File: src/rtl/load_store_unit.sv
// ----------------------------------------------------------------------------
// load_store_unit
//
// Connects the MIPS execute/memory stage to a word-addressed data memory.
// The unit takes byte, halfword and word loads and stores on a byte address
// and turns each one into one or two word accesses.
//   - Loads are sign-extended, or zero-extended when req_unsigned is set.
//   - Sub-word stores are a read-modify-write: one read cycle, then one write
//     cycle.
//   - Illegal requests (size 11, out of range, or misaligned when checked)
//     return an error response and never reach memory.
//
// Configuration macro:
//   DMEM_ALIGN_CHECK_EN
//     defined   : a misaligned halfword or word request gets an error
//                 response.
//     undefined : addr[0] is ignored for halfwords and addr[1:0] is ignored
//                 for words. Only the range and size checks remain.
//
// Ports:
//   CLK           rising-edge clock
//   RST           asynchronous active-low reset
//   req_valid     request present
//   req_ready     high in IDLE; accept = req_valid & req_ready at a rising edge
//   req_write     1 = store, 0 = load
//   req_size      00 byte, 01 halfword, 10 word, 11 illegal
//   req_unsigned  zero-extend a sub-word load when set
//   req_addr      byte address
//   req_wdata     store data, right-justified
//   rsp_valid     one-cycle response pulse
//   rsp_rdata     extended load data; 0 for stores and errors; held between
//                 responses
//   rsp_error     response qualifier: request was rejected
//   mem_A         memory word index (req_addr >> 2)
//   mem_WD        memory write data
//   mem_WE        memory write enable, decoded from the current state
//   mem_RD        combinational memory read data at mem_A
// ----------------------------------------------------------------------------
module load_store_unit #(
    parameter int unsigned DATA_WIDTH = 32,
    parameter int unsigned ADDR_WIDTH = 32,
    parameter int unsigned MEM_DEPTH  = 100
) (
    input  logic                  CLK,
    input  logic                  RST,
    input  logic                  req_valid,
    output logic                  req_ready,
    input  logic                  req_write,
    input  logic [1:0]            req_size,
    input  logic                  req_unsigned,
    input  logic [ADDR_WIDTH-1:0] req_addr,
    input  logic [DATA_WIDTH-1:0] req_wdata,
    output logic                  rsp_valid,
    output logic [DATA_WIDTH-1:0] rsp_rdata,
    output logic                  rsp_error,
    output logic [ADDR_WIDTH-1:0] mem_A,
    output logic [DATA_WIDTH-1:0] mem_WD,
    output logic                  mem_WE,
    input  logic [DATA_WIDTH-1:0] mem_RD
);

    localparam logic [1:0] SizeByte = 2'b00;
    localparam logic [1:0] SizeHalf = 2'b01;
    localparam logic [1:0] SizeWord = 2'b10;
    localparam logic [1:0] SizeBad  = 2'b11;

    localparam logic [ADDR_WIDTH-1:0] MemDepthW = ADDR_WIDTH'(MEM_DEPTH);

    typedef enum logic [2:0] {
        StIdle,
        StAccess,
        StWrite,
        StResp,
        StErr
    } state_e;

    state_e                  state_q;
    logic                    write_q;
    logic [1:0]              size_q;
    logic                    unsigned_q;
    logic [ADDR_WIDTH-1:0]   addr_q;
    logic [DATA_WIDTH-1:0]   wdata_q;
    logic [DATA_WIDTH-1:0]   merge_q;
    logic [DATA_WIDTH-1:0]   rdata_q;
    logic                    rsp_valid_q;
    logic                    rsp_error_q;

    // ------------------------------------------------------------------------
    // Legality check on the incoming request
    // ------------------------------------------------------------------------
    logic [ADDR_WIDTH-1:0] req_idx;
    logic                  req_misaligned;
    logic                  req_illegal;

    assign req_idx = {2'b00, req_addr[ADDR_WIDTH-1:2]};

`ifdef DMEM_ALIGN_CHECK_EN
    assign req_misaligned = ((req_size == SizeHalf) && req_addr[0]) ||
                            ((req_size == SizeWord) && (req_addr[1:0] != 2'b00));
`else
    assign req_misaligned = 1'b0;
`endif

    assign req_illegal = (req_size == SizeBad) || (req_idx >= MemDepthW) || req_misaligned;

    // ------------------------------------------------------------------------
    // Load lane extraction and extension
    // ------------------------------------------------------------------------
    logic [7:0]            ld_byte;
    logic [15:0]           ld_half;
    logic [DATA_WIDTH-1:0] ld_ext;

    always_comb begin
        ld_byte = 8'h00;
        unique case (addr_q[1:0])
            2'd0: ld_byte = mem_RD[7:0];
            2'd1: ld_byte = mem_RD[15:8];
            2'd2: ld_byte = mem_RD[23:16];
            2'd3: ld_byte = mem_RD[31:24];
            default: ld_byte = 8'h00;
        endcase
        // addr[0] does not take part in halfword lane selection.
        ld_half = addr_q[1] ? mem_RD[31:16] : mem_RD[15:0];

        ld_ext = mem_RD;
        if (size_q == SizeByte) begin
            ld_ext = unsigned_q ? {24'h000000, ld_byte} : {{24{ld_byte[7]}}, ld_byte};
        end else if (size_q == SizeHalf) begin
            ld_ext = unsigned_q ? {16'h0000, ld_half} : {{16{ld_half[15]}}, ld_half};
        end
    end

    // ------------------------------------------------------------------------
    // Sub-word store merge: the old word with the addressed lanes replaced
    // ------------------------------------------------------------------------
    logic [DATA_WIDTH-1:0] merged;

    always_comb begin
        merged = merge_q;
        if (size_q == SizeByte) begin
            unique case (addr_q[1:0])
                2'd0: merged[7:0]   = wdata_q[7:0];
                2'd1: merged[15:8]  = wdata_q[7:0];
                2'd2: merged[23:16] = wdata_q[7:0];
                2'd3: merged[31:24] = wdata_q[7:0];
                default: merged = merge_q;
            endcase
        end else if (addr_q[1]) begin
            merged[31:16] = wdata_q[15:0];
        end else begin
            merged[15:0] = wdata_q[15:0];
        end
    end

    // ------------------------------------------------------------------------
    // Sequencer
    // ------------------------------------------------------------------------
    always_ff @(posedge CLK or negedge RST) begin
        if (!RST) begin
            state_q     <= StIdle;
            write_q     <= 1'b0;
            size_q      <= 2'b00;
            unsigned_q  <= 1'b0;
            addr_q      <= '0;
            wdata_q     <= '0;
            merge_q     <= '0;
            rdata_q     <= '0;
            rsp_valid_q <= 1'b0;
            rsp_error_q <= 1'b0;
        end else begin
            // The response flags are single-cycle pulses. They are set only
            // on the transition into RESP or ERR.
            rsp_valid_q <= 1'b0;
            rsp_error_q <= 1'b0;

            unique case (state_q)
                StIdle: begin
                    if (req_valid) begin
                        write_q    <= req_write;
                        size_q     <= req_size;
                        unsigned_q <= req_unsigned;
                        addr_q     <= req_addr;
                        wdata_q    <= req_wdata;
                        if (req_illegal) begin
                            state_q     <= StErr;
                            rsp_valid_q <= 1'b1;
                            rsp_error_q <= 1'b1;
                            rdata_q     <= '0;
                        end else begin
                            state_q <= StAccess;
                        end
                    end
                end

                StAccess: begin
                    if (!write_q) begin
                        rdata_q     <= ld_ext;
                        rsp_valid_q <= 1'b1;
                        state_q     <= StResp;
                    end else if (size_q == SizeWord) begin
                        rdata_q     <= '0;
                        rsp_valid_q <= 1'b1;
                        state_q     <= StResp;
                    end else begin
                        merge_q <= mem_RD;
                        state_q <= StWrite;
                    end
                end

                StWrite: begin
                    rdata_q     <= '0;
                    rsp_valid_q <= 1'b1;
                    state_q     <= StResp;
                end

                StResp:  state_q <= StIdle;
                StErr:   state_q <= StIdle;
                default: state_q <= StIdle;
            endcase
        end
    end

    // ------------------------------------------------------------------------
    // Outputs
    // ------------------------------------------------------------------------
    // The memory controls are decoded from state_q, so an asynchronous reset
    // drops mem_WE at once and no partial write can complete.
    logic in_mem_phase;

    assign in_mem_phase = (state_q == StAccess) || (state_q == StWrite);

    assign req_ready = (state_q == StIdle);
    assign rsp_valid = rsp_valid_q;
    assign rsp_error = rsp_error_q;
    assign rsp_rdata = rdata_q;

    assign mem_A  = in_mem_phase ? {2'b00, addr_q[ADDR_WIDTH-1:2]} : '0;
    assign mem_WE = (state_q == StWrite) ||
                    ((state_q == StAccess) && write_q && (size_q == SizeWord));

    always_comb begin
        mem_WD = '0;
        if (state_q == StWrite) begin
            mem_WD = merged;
        end else if ((state_q == StAccess) && write_q && (size_q == SizeWord)) begin
            mem_WD = wdata_q;
        end
    end

endmodule

File: config.mk
export PLATFORM = sky130hd
export DESIGN_NAME = load_store_unit
export DESIGN_NICKNAME = d
export VERILOG_FILES = /design/src/rtl/load_store_unit.sv
export SDC_FILE = /design/constraint.sdc
export NUM_CORES = 1
export LEC_CHECK = 0
export ABC_AREA = 1
export ABC_CLOCK_PERIOD_IN_PS = 4390
export CAP_MARGIN = 40
export CORE_MARGIN = 2
export CORE_UTILIZATION = 33
export CTS_CLUSTER_DIAMETER = 60
export CTS_CLUSTER_SIZE = 30
export DETAILED_ROUTE_END_ITERATION = 16
export HOLD_SLACK_MARGIN = 0.06
export PLACE_DENSITY = 0.61
export SYNTH_ARGS = -nofsm -noshare
export SYNTH_HDL_FRONTEND = slang
export SYNTH_SLANG_ARGS = --single-unit
File: constraint.sdc
create_clock -name CLK -period 4.39 [get_ports CLK]
set_input_delay 0.878 -clock CLK [delete_from_list [all_inputs] [get_ports CLK]]
set_output_delay 0.878 -clock CLK [all_outputs]
set_load 0.02 [all_outputs]
## After elaboration in Yosys (flattened, before gate mapping)

Index checks and enable logic that the tools add are counted.

| cells by class | value |
|---|---|
| add/sub/neg operators | 0 |
| multiply operators | 0 |
| divide/modulo/power cells | 0 |
| order comparisons | 1 |
| eq/ne operators | 11 |
| shifts and indexed selects | 0 |
| mux-type cells | 32 |
| bitwise logic cells | 1 |
| reductions and logical operators | 12 |

Operators with widths:

| kind | count |
|---|---|
| 2-to-1 mux 32 bit | 11 |
| one-hot mux 32 bit (3 select lines) | 1 |
| 2-to-1 mux 16 bit | 3 |
| 2-to-1 mux 8 bit | 4 |
| one-hot mux 8 bit (4 select lines) | 1 |
| greater-or-equal comparator 30 x 7 -> 1 bit (second input constant) | 1 |
| 2-to-1 mux 30 bit | 1 |
| one-hot mux 3 bit (3 select lines) | 1 |
| == test 2 bit (second input constant) | 4 |
| 2-to-1 mux 1 bit | 7 |
| 2-to-1 mux 3 bit | 2 |
| == test 2 x 1 -> 1 bit (second input constant) | 2 |
| logical NOT 2 bit | 2 |
| AND reduction 4 bit | 1 |
| == test 3 x 1 -> 1 bit (second input constant) | 1 |
| == test 3 x 2 -> 1 bit (second input constant) | 1 |
| logical NOT 3 bit | 1 |
| logical OR 1 bit | 3 |
| != test 3 bit (second input constant) | 1 |
| one-hot mux 1 bit (3 select lines) | 1 |
| AND reduction 3 bit | 1 |
| nonzero test 3 bit | 1 |
| logical AND 1 bit | 2 |
| != test 2 x 1 -> 1 bit (second input constant) | 1 |
| 3 further kinds | 3 |

| storage, ports and cells | value |
|---|---|
| bits in registers | 137 |
| bits in latches | 0 |
| bits in writable memories | 0 |
| bits in read-only memories | 0 |
| input bits | 103 |
| output and inout port bits | 100 |
| logic and storage cells | 67 |
| memories | 0 |

## Depth between registers and ports, before layout

| logic depth | value |
|---|---|
| word-level depth | 6 |
| depth in mapped cells | 10 |
| depth with buffers taken out | 9 |

## Worst setup path before layout

OpenSTA, ideal clock, no wires.

| path | value |
|---|---|
| kind | flip-flop to output port |
| start | reg state_q[2] |
| end | out mem_WD[30] |
| data arrival time | 1.706 ns |
| required time | 3.512 ns |
| path slack | 1.806 ns |
| stages on the path, launching flop included | 5 |
| path buffers | 1 |
| cells stage by stage | dfrtp_1 > nor3_2 > inv_2 > buf_2 > o31ai_1 |

| on the way | value |
|---|---|
| cells in the longest elaborated chain, start to end | 5 |
| elaborated cells between the ends (all ways) | 6 |
| classes of those cells | eq/ne: 2; mux: 2; reduce/logical: 2 |

RTL lines:

| element | RTL line | source |
|---|---|---|
| from (decl) | 77 | `state_e state_q;` |
| from (signal assigned) | 160 | `state_q <= StIdle;` |
| from (signal assigned) | 185 | `state_q <= StErr;` |
| from (signal assigned) | 190 | `state_q <= StAccess;` |
| == test 3 x 1 -> 1 bit | 245 | `end else if ((state_q == StAccess) && write_q && (size_q == SizeWord)) begin` |
| logical AND 1 bit (2 in series) | 245 |  |
| 2-to-1 mux 32 bit | 245 |  |
| 2-to-1 mux 32 bit * | 243 | `if (state_q == StWrite) begin` |
| to (decl) | 57 | `output logic [DATA_WIDTH-1:0] mem_WD,` |

Every way passes the cells marked *; elsewhere a longest branch is shown, timed or not.

## Final worst setup path

| path | value |
|---|---|
| start | reg addr_q[1] |
| end | out mem_WD[11] |

| on the way | value |
|---|---|
| cells in the longest elaborated chain, start to end | 4 |
| elaborated cells between the ends (all ways) | 5 |
| classes of those cells | eq/ne: 1; mux: 4 |

RTL lines:

| element | RTL line | source |
|---|---|---|
| from (decl) | 81 | `logic [ADDR_WIDTH-1:0] addr_q;` |
| from (signal assigned) | 182 | `addr_q <= req_addr;` |
| == test 2 x 1 -> 1 bit | 141 | `unique case (addr_q[1:0])` |
| 2-to-1 mux 8 bit | 141 |  |
| 2-to-1 mux 32 bit * | 140 | `if (size_q == SizeByte) begin` |
| 2-to-1 mux 32 bit * | 243 |  |

Marked as above.

==> impl_metrics.json <==
{
  "grt_antenna_before_repair": 0,
  "critical_path_class": "reg -> out",
  "num_rows": 54,
  "via_count": 7318,
  "grtUsageTotal_pct": 21.30,
  "synth.distinct_cells": 27,
  "setup_viol": 0,
  "yosysWarnings": 0,
  "end_kind": "output port",
  "io_pins": 203,
  "drv_cap": 0,
  "worst_clock_skew_ns": 0.01096,
  "power.share.clock_pct": 20.4,
  "tightest_slew_ns": 0.8634,
  "ys_seq_elements": 137,
  "timing.critical_path.to": "mem_WD[11]",
  "cts_resized": 0,
  "netlist_area_sq_um": 7387,
  "regArea_sq_um": 3428,
  "grt-ovfl-total": 0,
  "syn_avg_cell_area_sq_um": 7.561,
  "n_fill_cell": 2222,
  "crit_path_max_fanout": 22,
  "first_pass_iters": 5,
  "relSlewSlack_pct": 42.44,
  "sw_frac_of_total_pct": 43.47,
  "start_util_pct": 33.74,
  "final_cell_area_sq_um": 10180,
  "p_sw_mw": 3.214,
  "drv_slew": 0,
  "postCtsSetupBuffers": 0,
  "ys_dominant_reg_cell": "dfrtp_1",
  "seq_area_frac_synth_pct": 46.41,
  "fmax_mhz": 260.0,
  "chipWidth_um": 153.6,
  "synthArstFlopShare_pct": 100.0,
  "drive_gt1_share_pct": 7.057,
  "wire_per_inst_um": 17.48,
  "multi_input_area_sq_um": 3259,
  "startpoint": "addr_q[1]$_DFFE_PN0P_",
  "timing.final.crit_share_pct": 87.60,
  "fin_ws_ns": 0.5445,
  "p_seq_share_pct": 30.3,
  "drtIter0Drc": 457,
  "fin_crit_ns": 3.845,
  "cts-root-buf": "clkbuf_16",
  "cts_buffer_depth": 2,
  "setup-tns-final_ns": 0,
  "layout.nets": 1252,
  "syn2layout_area_growth_pct": 37.82,
  "diodes": 0,
  "startpoint_type": "flip-flop",
  "ctsHoldBuffers": 0,
  "die_area_sq_um": 23600,
  "numPortBuffers": 200,
  "hold_path.class": "in -> async",
  "die_h_um": 153.6,
  "clock_latency_ns": 0.43,
  "route.detailed.drc": 0,
  "regToRegEndpoint": "rsp_rdata[21]$_DFFE_PN0P_",
  "grt_max_degree": 59,
  "clk_pin_slew_ns": 0.06,
  "via_per_inst": 5.075,
  "regToRegSetupSlack_ns": 2.08,
  "antenna_left": 0,
  "pwr-share-comb_pct": 49.3,
  "hold_viol_final": 0,
  "synth_cells": 977,
  "cts_tree": "done",
  "cp.arrival_ns": 2.97,
  "clock_sinks": 137,
  "powerDensity_nw_per_um2": 726.2,
  "grt_pass1_wl_mm": 39.56,
  "dp_hpwl_mm": 18.55,
  "cp_data_required_time_ns": 3.51,
  "synth_edf_count": 0,
  "ir_worst_vdd_uv": 342.2,
  "cts_buffers": 17,
  "rsz0062_at_grt": "no",
  "p_int_mw": 4.179,
  "gp_congestion": 0.8696,
  "first_global_vias": 7020,
  "power_mw": 7.394,
  "rr_startpoint": "addr_q[1]$_DFFE_PN0P_",
  "postLayoutCoreUtil_pct": 46.51,
  "postRouteWirelength_mm": 25.21,
  "p_leak_nw": 4.697,
  "dp_slack_ns": 1.092,
  "reg2regPathDepth": 10,
  "dpl_cell_area_sq_um": 9564,
  "status": "complete, no violations",
  "clock_tree.htree_level_count": 4,
  "core_area_sq_um": 21890
}
[cell type report]
cell class                 instances  share of cell area [%]
inverter                         102                   3.761
clock inverter                    10                   1.401
multi-input combinational        675                   32.01
tap                              280                   3.441
clock buffer                      22                   4.658
sequential                       137                   33.67
timing repair buffer             216                   21.05
[per-layer routing]
layer  global-route usage, %  vias to the layer above  wire, um
li1                        -                     3559         -
met1                   28.84                     3394     10980
met2                   33.46                      335     11620
met3                   5.919                       30      2214
met4                   6.116                        0       397
met5                       0                        -         0
[flip-flops by register name, indices dropped and copies added (netlist names)]
register / flops
wdata_q: 32
addr_q: 32
state_q: 3
rsp_rdata: 32
merge_q: 32
rsp_valid: 1
rsp_error: 1
size_q: 2
unsigned_q: 1
write_q: 1
[worst min-delay path by stage]
stage | from | to | slack [ns] | depth (start not counted)
global placement | addr_q[30]$_DFFE_PN0P_ | addr_q[30]$_DFFE_PN0P_ | 0.47 | 2
finish | RST | wdata_q[22]$_DFFE_PN0P_ | 0.38 | 1
detailed placement | addr_q[19]$_DFFE_PN0P_ | addr_q[19]$_DFFE_PN0P_ | 0.48 | 2
floorplan | addr_q[18]$_DFFE_PN0P_ | addr_q[18]$_DFFE_PN0P_ | 0.45 | 2
CTS | RST | wdata_q[20]$_DFFE_PN0P_ | 0.38 | 1
global route | RST | wdata_q[9]$_DFFE_PN0P_ | 0.41 | 1
[cell families after synthesis]
| family | Yosys count | synth area share (%) |
|---|---|---|
| AOI/OAI and AO/OA | 287 | 20.61 |
| muxes | 23 | 3.506 |
| buffers and inverters | 166 | 9.637 |
| other | 1 | 0.05076 |
| DFF | 137 | 46.41 |
| and+or+nand+nor | 363 | 19.78 |
[metrics by stage]
step	hold slack [ns]	std cells
after floorplan	0.4530	978
after global placement	0.4680	1409
after detailed placement	0.4782	1410
after CTS	0.3805	1442
after global routing	0.4068	1442
final	0.3751	1442
[critical path, cell delays in order (launching register included)]
cell	delay, ns
dfrtp_1	0.59
buf_4	0.33
nor2_1	0.09
buf_4	0.20
inv_1	0.23
nor2_1	0.08
o22ai_1	0.13
nand2_1	0.07
o21ai_0	0.16
clkdlybuf4s50_1	0.68
[synth_stat cells, types with 9 or more instances]
cell type	number	share of area, %
nand3_1	44	3.0
mux2_2	23	3.5
nand4_1	9	0.76
buf_2	14	0.95
o21ai_0	124	8.4
nor2_1	132	6.7
a21oi_1	120	8.1
o22ai_1	23	1.9
clkbuf_1	35	1.8
dfrtp_1	137	46
inv_1	98	5.0
nand2_1	170	8.6
[power by group through the flow]
| stage | registers [mW] | logic [mW] | clock network, mW |
|---|---|---|---|
| after floorplan | 2.21 | 2.26 | 0 |
| after global placement | 2.24 | 3.61 | 0 |
| after detailed placement | 2.25 | 3.64 | 0 |
| after CTS | 2.23 | 3.66 | 1.53 |
| after global routing | 2.31 | 4.01 | 1.58 |
| final | 2.24 | 3.65 | 1.51 |
[cell usage in the layout (no fill, tap or decap), types with 2 or more instances in the layout]
cell type        synthesis  routed
nand3_1                 44      44
dfrtp_1                137     137
inv_2                    4       4
mux2_2                  23      23
bufinv_16                0       3
nand2_1                170     170
clkbuf_8                 0       3
inv_1                   98      98
nor2_2                   3       3
nor2_1                 132     132
clkinvlp_4               0       4
o21ai_0                124     124
o21ai_1                  2       2
clkdlybuf4s50_1          0     199
buf_4                    3      15
a21oi_1                120     119
clkinv_4                 0       2
o22ai_1                 23      23
conb_1                   1       2
nor3_1                   2       2
clkbuf_1                35       2
nand4_1                  9       9
clkbuf_16                0      17
o211ai_1                 8       8
o31ai_1                  8       8
Power figures use the tool's default switching activity.
